`config.mk`:
```
export PLATFORM = sky130hd
export DESIGN_NAME = shifter_rr_scheduler
export DESIGN_NICKNAME = d
export VERILOG_FILES = /design/src/rtl/shifter_pkg.sv /design/src/rtl/shifter_barrel.sv /design/src/rtl/shifter_rr_scheduler.sv
export SDC_FILE = /design/constraint.sdc
export NUM_CORES = 1
export LEC_CHECK = 0
export ABC_AREA = 1
export BUFFER_PORTS_ARGS = -buffer_cell sky130_fd_sc_hd__buf_2
export CELL_PAD_IN_SITES_DETAIL_PLACEMENT = 1
export CELL_PAD_IN_SITES_GLOBAL_PLACEMENT = 2
export CORE_MARGIN = 2
export CORE_UTILIZATION = 22
export DETAILED_ROUTE_END_ITERATION = 10
export GPL_TIMING_DRIVEN = 0
export PLACE_DENSITY = 0.82
export SYNTH_ARGS = -nofsm -noshare
export SYNTH_HDL_FRONTEND = slang
export SYNTH_SLANG_ARGS = --single-unit
```
`constraint.sdc`:
```
create_clock -name i_clk -period 3.3 [get_ports i_clk]
set_input_delay 0.66 -clock i_clk [delete_from_list [all_inputs] [get_ports i_clk]]
set_output_delay 0.66 -clock i_clk [all_outputs]
set_load 0.01 [all_outputs]
```
`src/rtl/shifter_pkg.sv`:
```
// -----------------------------------------------------------------------------
// shifter_pkg
// Shared types and helpers for the round-robin shifter scheduler and the
// barrel shifter it drives.
//   shift_ctrl_e    : 3-bit shift control encoding (two codes are illegal)
//   buf_state_e     : output-buffer state (EMPTY / FULL)
//   is_illegal_ctrl : flags the two unused control codes
// -----------------------------------------------------------------------------
package shifter_pkg;

    typedef enum logic [2:0] {
        SH_NONE     = 3'b000,
        SH_LSR      = 3'b001,
        SH_ASR      = 3'b010,
        SH_RSR_WRAP = 3'b011,
        SH_LSL      = 3'b100,
        SH_LSL_WRAP = 3'b110
    } shift_ctrl_e;

    typedef enum logic {
        BUF_EMPTY = 1'b0,
        BUF_FULL  = 1'b1
    } buf_state_e;

    // Codes 101 and 111 have no operation assigned; data passes through.
    function automatic logic is_illegal_ctrl(input logic [2:0] ctrl);
        return (ctrl == 3'b101) || (ctrl == 3'b111);
    endfunction

endpackage

```
`src/rtl/shifter_barrel.sv`:
```
// -----------------------------------------------------------------------------
// shifter_barrel
// Purely combinational barrel shifter shared by all requesters.
//   i_data [WIDTH] : operand
//   i_ctrl [3]     : shift control (see shift_ctrl_e)
//   i_amt  [AW]    : shift amount, AW = log2(WIDTH)+1
//   o_data [WIDTH] : shifted result (operand unchanged for illegal codes)
//   o_err          : high for an illegal control code
// -----------------------------------------------------------------------------
module shifter_barrel
    import shifter_pkg::*;
#(
    parameter int WIDTH = 8,
    parameter int AW    = $clog2(WIDTH) + 1
) (
    input  logic [WIDTH-1:0] i_data,
    input  logic [2:0]       i_ctrl,
    input  logic [AW-1:0]    i_amt,
    output logic [WIDTH-1:0] o_data,
    output logic             o_err
);

    localparam int SW = AW - 1;

    logic [SW-1:0]        w_modAmt;
    logic                 w_modZero;
    logic                 w_overRange;
    logic [2*WIDTH-1:0]   w_rorDbl;
    logic [2*WIDTH-1:0]   w_rolDbl;
    logic [WIDTH-1:0]     w_lsr;
    logic [WIDTH-1:0]     w_lsl;
    logic [WIDTH-1:0]     w_asr;

    // The low bits are the amount modulo WIDTH; the top bit alone tells us
    // the raw amount reached WIDTH, which clears a logical shift unless the
    // amount is an exact multiple of WIDTH (then the operand passes through).
    assign w_modAmt    = i_amt[SW-1:0];
    assign w_modZero   = (w_modAmt == '0);
    assign w_overRange = i_amt[AW-1];

    // Rotates come from a doubled operand so the wrapped bits fall into place.
    assign w_rorDbl = {i_data, i_data} >> w_modAmt;
    assign w_rolDbl = {i_data, i_data} << w_modAmt;

    assign w_lsr = w_modZero ? i_data : (w_overRange ? '0 : (i_data >> w_modAmt));
    assign w_lsl = w_modZero ? i_data : (w_overRange ? '0 : (i_data << w_modAmt));
    assign w_asr = $signed(i_data) >>> w_modAmt;

    // Select the operation; illegal codes fall to the default pass-through.
    always_comb begin
        o_data = i_data;
        case (i_ctrl)
            SH_NONE:     o_data = i_data;
            SH_LSR:      o_data = w_lsr;
            SH_ASR:      o_data = w_asr;
            SH_RSR_WRAP: o_data = w_rorDbl[WIDTH-1:0];
            SH_LSL:      o_data = w_lsl;
            SH_LSL_WRAP: o_data = w_rolDbl[2*WIDTH-1:WIDTH];
            default:     o_data = i_data;
        endcase
    end

    assign o_err = is_illegal_ctrl(i_ctrl);

endmodule

```
`src/rtl/shifter_rr_scheduler.sv`:
```
// -----------------------------------------------------------------------------
// shifter_rr_scheduler
// Round-robin scheduler sharing one barrel shifter among N requesters, with a
// one-entry registered response buffer.
//   i_clk, i_rst             : clock, synchronous active-high reset
//   i_req_valid/o_req_ready  : per-requester handshake (ready is one-hot or 0)
//   i_req_data/ctrl/amt      : packed per-requester operand, control, amount
//   o_rsp_valid/i_rsp_ready  : response handshake
//   o_rsp_data/id/err        : shifted result, requester index, illegal flag
// -----------------------------------------------------------------------------
module shifter_rr_scheduler
    import shifter_pkg::*;
#(
    parameter  int WIDTH = 8,
    parameter  int N     = 4,
    localparam int AW    = $clog2(WIDTH) + 1,
    localparam int IDW   = $clog2(N)
) (
    input  logic               i_clk,
    input  logic               i_rst,
    input  logic [N-1:0]       i_req_valid,
    output logic [N-1:0]       o_req_ready,
    input  logic [N*WIDTH-1:0] i_req_data,
    input  logic [N*3-1:0]     i_req_ctrl,
    input  logic [N*AW-1:0]    i_req_amt,
    output logic               o_rsp_valid,
    input  logic               i_rsp_ready,
    output logic [WIDTH-1:0]   o_rsp_data,
    output logic [IDW-1:0]     o_rsp_id,
    output logic               o_rsp_err
);

    localparam logic [IDW:0] NVAL = (IDW+1)'(N);

    buf_state_e         r_state;
    buf_state_e         w_nextState;
    logic [IDW-1:0]     r_rrPtr;
    logic [WIDTH-1:0]   r_rspData;
    logic [IDW-1:0]     r_rspId;
    logic               r_rspErr;

    logic               w_canAccept;
    logic               w_grant;
    logic [2*N-1:0]     w_validDbl;
    logic [N-1:0]       w_validRot;
    logic [IDW-1:0]     w_offset;
    logic [IDW:0]       w_sum;
    logic [IDW-1:0]     w_grantIdx;
    logic [IDW-1:0]     w_nextPtr;
    logic [WIDTH-1:0]   w_selData;
    logic [2:0]         w_selCtrl;
    logic [AW-1:0]      w_selAmt;
    logic [WIDTH-1:0]   w_shData;
    logic               w_shErr;

    // Accepting is allowed when the buffer is free or is being drained this
    // cycle; nothing is accepted while reset is asserted.
    assign w_canAccept = ~i_rst & ((r_state == BUF_EMPTY) | i_rsp_ready);
    assign w_grant     = w_canAccept & (|i_req_valid);

    // Rotate the valid vector so rr_ptr sits at bit 0, then the lowest set
    // bit is the winner's distance from rr_ptr.
    assign w_validDbl = {i_req_valid, i_req_valid} >> r_rrPtr;
    assign w_validRot = w_validDbl[N-1:0];

    // Priority search: scanning downward leaves the lowest set offset.
    always_comb begin
        w_offset = '0;
        for (int k = N - 1; k >= 0; k--) begin
            if (w_validRot[k]) w_offset = IDW'(k);
        end
    end

    // Map the offset back to an absolute index; N need not be a power of two.
    assign w_sum      = {1'b0, r_rrPtr} + {1'b0, w_offset};
    assign w_grantIdx = (w_sum >= NVAL) ? IDW'(w_sum - NVAL) : w_sum[IDW-1:0];
    assign w_nextPtr  = (w_grantIdx == IDW'(N - 1)) ? '0 : w_grantIdx + IDW'(1);

    assign o_req_ready = w_grant ? (N'(1) << w_grantIdx) : '0;

    // Steer the granted requester's fields into the shared shifter.
    always_comb begin
        w_selData = '0;
        w_selCtrl = '0;
        w_selAmt  = '0;
        for (int k = 0; k < N; k++) begin
            if (w_grantIdx == IDW'(k)) begin
                w_selData = i_req_data[k*WIDTH +: WIDTH];
                w_selCtrl = i_req_ctrl[k*3 +: 3];
                w_selAmt  = i_req_amt[k*AW +: AW];
            end
        end
    end

    shifter_barrel #(
        .WIDTH (WIDTH),
        .AW    (AW)
    ) u_barrel (
        .i_data (w_selData),
        .i_ctrl (w_selCtrl),
        .i_amt  (w_selAmt),
        .o_data (w_shData),
        .o_err  (w_shErr)
    );

    // Buffer state register.
    always_ff @(posedge i_clk) begin
        if (i_rst) r_state <= BUF_EMPTY;
        else       r_state <= w_nextState;
    end

    // A grant always fills the buffer (covering drain-and-refill in one
    // cycle); an accepted response with nothing new empties it.
    always_comb begin
        w_nextState = r_state;
        if (w_grant)
            w_nextState = BUF_FULL;
        else if ((r_state == BUF_FULL) && i_rsp_ready)
            w_nextState = BUF_EMPTY;
    end

    // Response valid mirrors the buffer state, held low during reset.
    always_comb begin
        o_rsp_valid = (r_state == BUF_FULL) && !i_rst;
    end

    // Payload and round-robin pointer only move on a grant, so a stalled
    // response stays stable and the pointer is preserved across stalls.
    always_ff @(posedge i_clk) begin
        if (i_rst) begin
            r_rspData <= '0;
            r_rspId   <= '0;
            r_rspErr  <= 1'b0;
            r_rrPtr   <= '0;
        end else if (w_grant) begin
            r_rspData <= w_shData;
            r_rspId   <= w_grantIdx;
            r_rspErr  <= w_shErr;
            r_rrPtr   <= w_nextPtr;
        end
    end

    assign o_rsp_data = r_rspData;
    assign o_rsp_id   = r_rspId;
    assign o_rsp_err  = r_rspErr;

endmodule

```
==> impl_metrics.ini <==
[synthesis]
avgSynthCellArea_um2 = 5.114
synthCells = 481
ys_types = 33
synth_top_cell_by_area = nand2_1
ys_ff_latch = 14
syn-num-nets = 553
ys_seq_area_frac = 0.1139
synth.top_cell.area_share = 0.2762
ys_top_cells_by_area = nand2_1 (28%), nand3_1 (17%), dfxtp_1 (11%), nor2_1 (6.6%), inv_1 (6.4%)
yosysWarnings = 0
syn_area_um2 = 2460

[global_route]
grt_usage = 0.1915
grt_overflow = 0
grt_pass1_wl_um = 18100
grt_pass1_vias = 3676
antenna_found_initial = 0
grt_max_degree = 11

[clock_tree]
cts_max_level = 1
clock_latency_ns = 0.24
root_buffer = clkbuf_8
cts_buffers = 3
cts_tree = built
clockBufferDepth = 2
clk_pin_slew_ns = 0.05
cts_sinks = 14

[status]
violations = negative setup slack
status = finished with violations

[placed_design]
dp_slack_ns = -0.8517
placed_area_um2 = 3070
dp_hpwl_um = 8799
numPortBuffers = 82
gp_congestion = 0.9095

[layout]
n_antenna_cell = 0
final_common_cell = nand2_1
fill_cells = 1457
nets = 667
postLayoutCellArea_um2 = 4108
drive_gt1_frac = 0.4890
final_core_util = 0.3773
area_delta_synth_final_pct = 66.99
layout_common_cells = nand2_1 (130), buf_2 (80), nand3_1 (58)

[worst_setup_path]
critPathMaxStageDelay_ns = 0.25
cp_max_fo = 8
cp-start-kind = primary input
r2r-start = r_rrPtr[0]
end_kind = flop
r2r.worst_path.cells = 26
reg2reg_to = o_rsp_data[6]
r2r_slack_ns = -0.02
crit_type = primary input to flop
arrival_ns = 3.48
crit_path_top_delay_cell = or2_4
cp.required_ns = 3.44

[min_path]
hold_class = flop to flop
min-delay-start = o_rsp_data[7]
min_to = o_rsp_data[7]
worstHoldPathCells = 2

[sta]
final.setup.worst_slack_ns = -0.03592
setup_violations = 6
holdWs_ns = 0.4751
maxSlewViolCount = 0
post-route-min-period_ns = 3.336
skew_ns = 0.0008308
finalCritPeriodShare = 1.011
clock.fmax_ghz = 0.2998
rsz0062_at_grt = true
max-slew-margin-rel = 0.6603
tightest_slew_ns = 0.5096
final-hold-violation-count = 0

[floorplanning]
core.rowCount = 38
io_pins = 83
core_area_um2 = 10890
initial_core_util = 0.2259
die_x_um = 109.7
die_area_um2 = 12040
die_y_um = 109.7

[route]
wirelength_um = 11830
drt_iter0_markers = 219
drc = 0
drt_pass1_iterations = 4
vias_per_cell = 4.883
wl_per_cell_um = 16.14
num_vias = 3579
antenna_left = 0

[run]
drv_cap = 0
-- flip-flops by register name, indices dropped and copies added, names as in the netlist --
register and flops:
o_rsp_data 8, o_rsp_id 2, r_rrPtr 2, o_rsp_err 1, r_state 1
-- cells in the mapped netlist (all sizes together) --
cell type / n
clkbuf: 4
xor2: 1
a21oi: 25
o21a: 2
dfxtp: 14
o21ai: 15
a21boi: 2
inv: 47
and2: 1
o31ai: 1
nor2: 46
nand4: 1
nand3: 90
ha: 5
or2: 9
a31oi: 1
o211ai: 3
buf: 17
nand2: 194
nand3b: 2
o22ai: 1
-- final cells by class --
class / count / area (um2) / area share
plain buffers: 20 / 193.9 / 0.04721
clock buffers: 3 / 41.29 / 0.01005
inverters: 47 / 200.2 / 0.04874
multi-input cells: 400 / 2500 / 0.6086
flip-flops and latches: 14 / 285.3 / 0.06945
well taps: 140 / 175.2 / 0.04264
repair buffers: 109 / 711.9 / 0.1733
-- stage by stage --
step,std cells,setup TNS [ns]
floorplan,481,0
global placement,703,-5.423
detailed placement,703,-7.057
CTS,724,-0.3711
global route,733,-1.641
finish,733,-0.09368
-- worst max path at each step --
stage                               from       endpoint  cells past startpoint
after detailed placement  i_req_valid[0]  o_rsp_data[2]                     30
final                     i_req_valid[0]  o_rsp_data[6]                     28
after CTS                 i_req_valid[1]  o_rsp_data[2]                     27
after floorplan           i_req_valid[0]  o_rsp_data[5]                     27
after global routing          r_rrPtr[0]  o_rsp_data[4]                     23
after global placement    i_req_valid[0]  o_rsp_data[2]                     30
-- cell families (layout without fill, tap and decap cells) --
group,after synthesis,in the layout,synth area share
buf+inv,68,179,0.1282
compound gates,50,50,0.1170
simple gates,343,344,0.6119
fa+ha+maj,5,5,0.02543
flops,14,14,0.1139
xor+xnor,1,1,0.003561
-- routing by layer --
metal  GRT usage  up-vias  wire length (um)
met5           0        -                 0
met4     0.03707        0               231
met3     0.01008       12               448
met2      0.3545       79              6137
met1      0.2447     1720              5013
li1            -     1768                 -
-- critical path: cells and delay by family --
| family | cells | cell delay [ns] |
|---|---|---|
| and+or+nand+nor | 17 | 1.78 |
| buffers and inverters | 6 | 0.47 |
| adders and majority gates | 2 | 0.36 |
| AOI/OAI and AO/OA | 3 | 0.19 |
-- what timing repair did --
item	in CTS	in global routing
buffers inserted	14	10
gates cloned	4	1
endpoints found under the setup margin	12	11
gates resized for setup	113	102
pin swaps	39	39
hold buffers	0	0
Power is left out: the tool's default activity adds up to more than one toggle a clock period on the data nets, which glitch-free logic cannot reach.
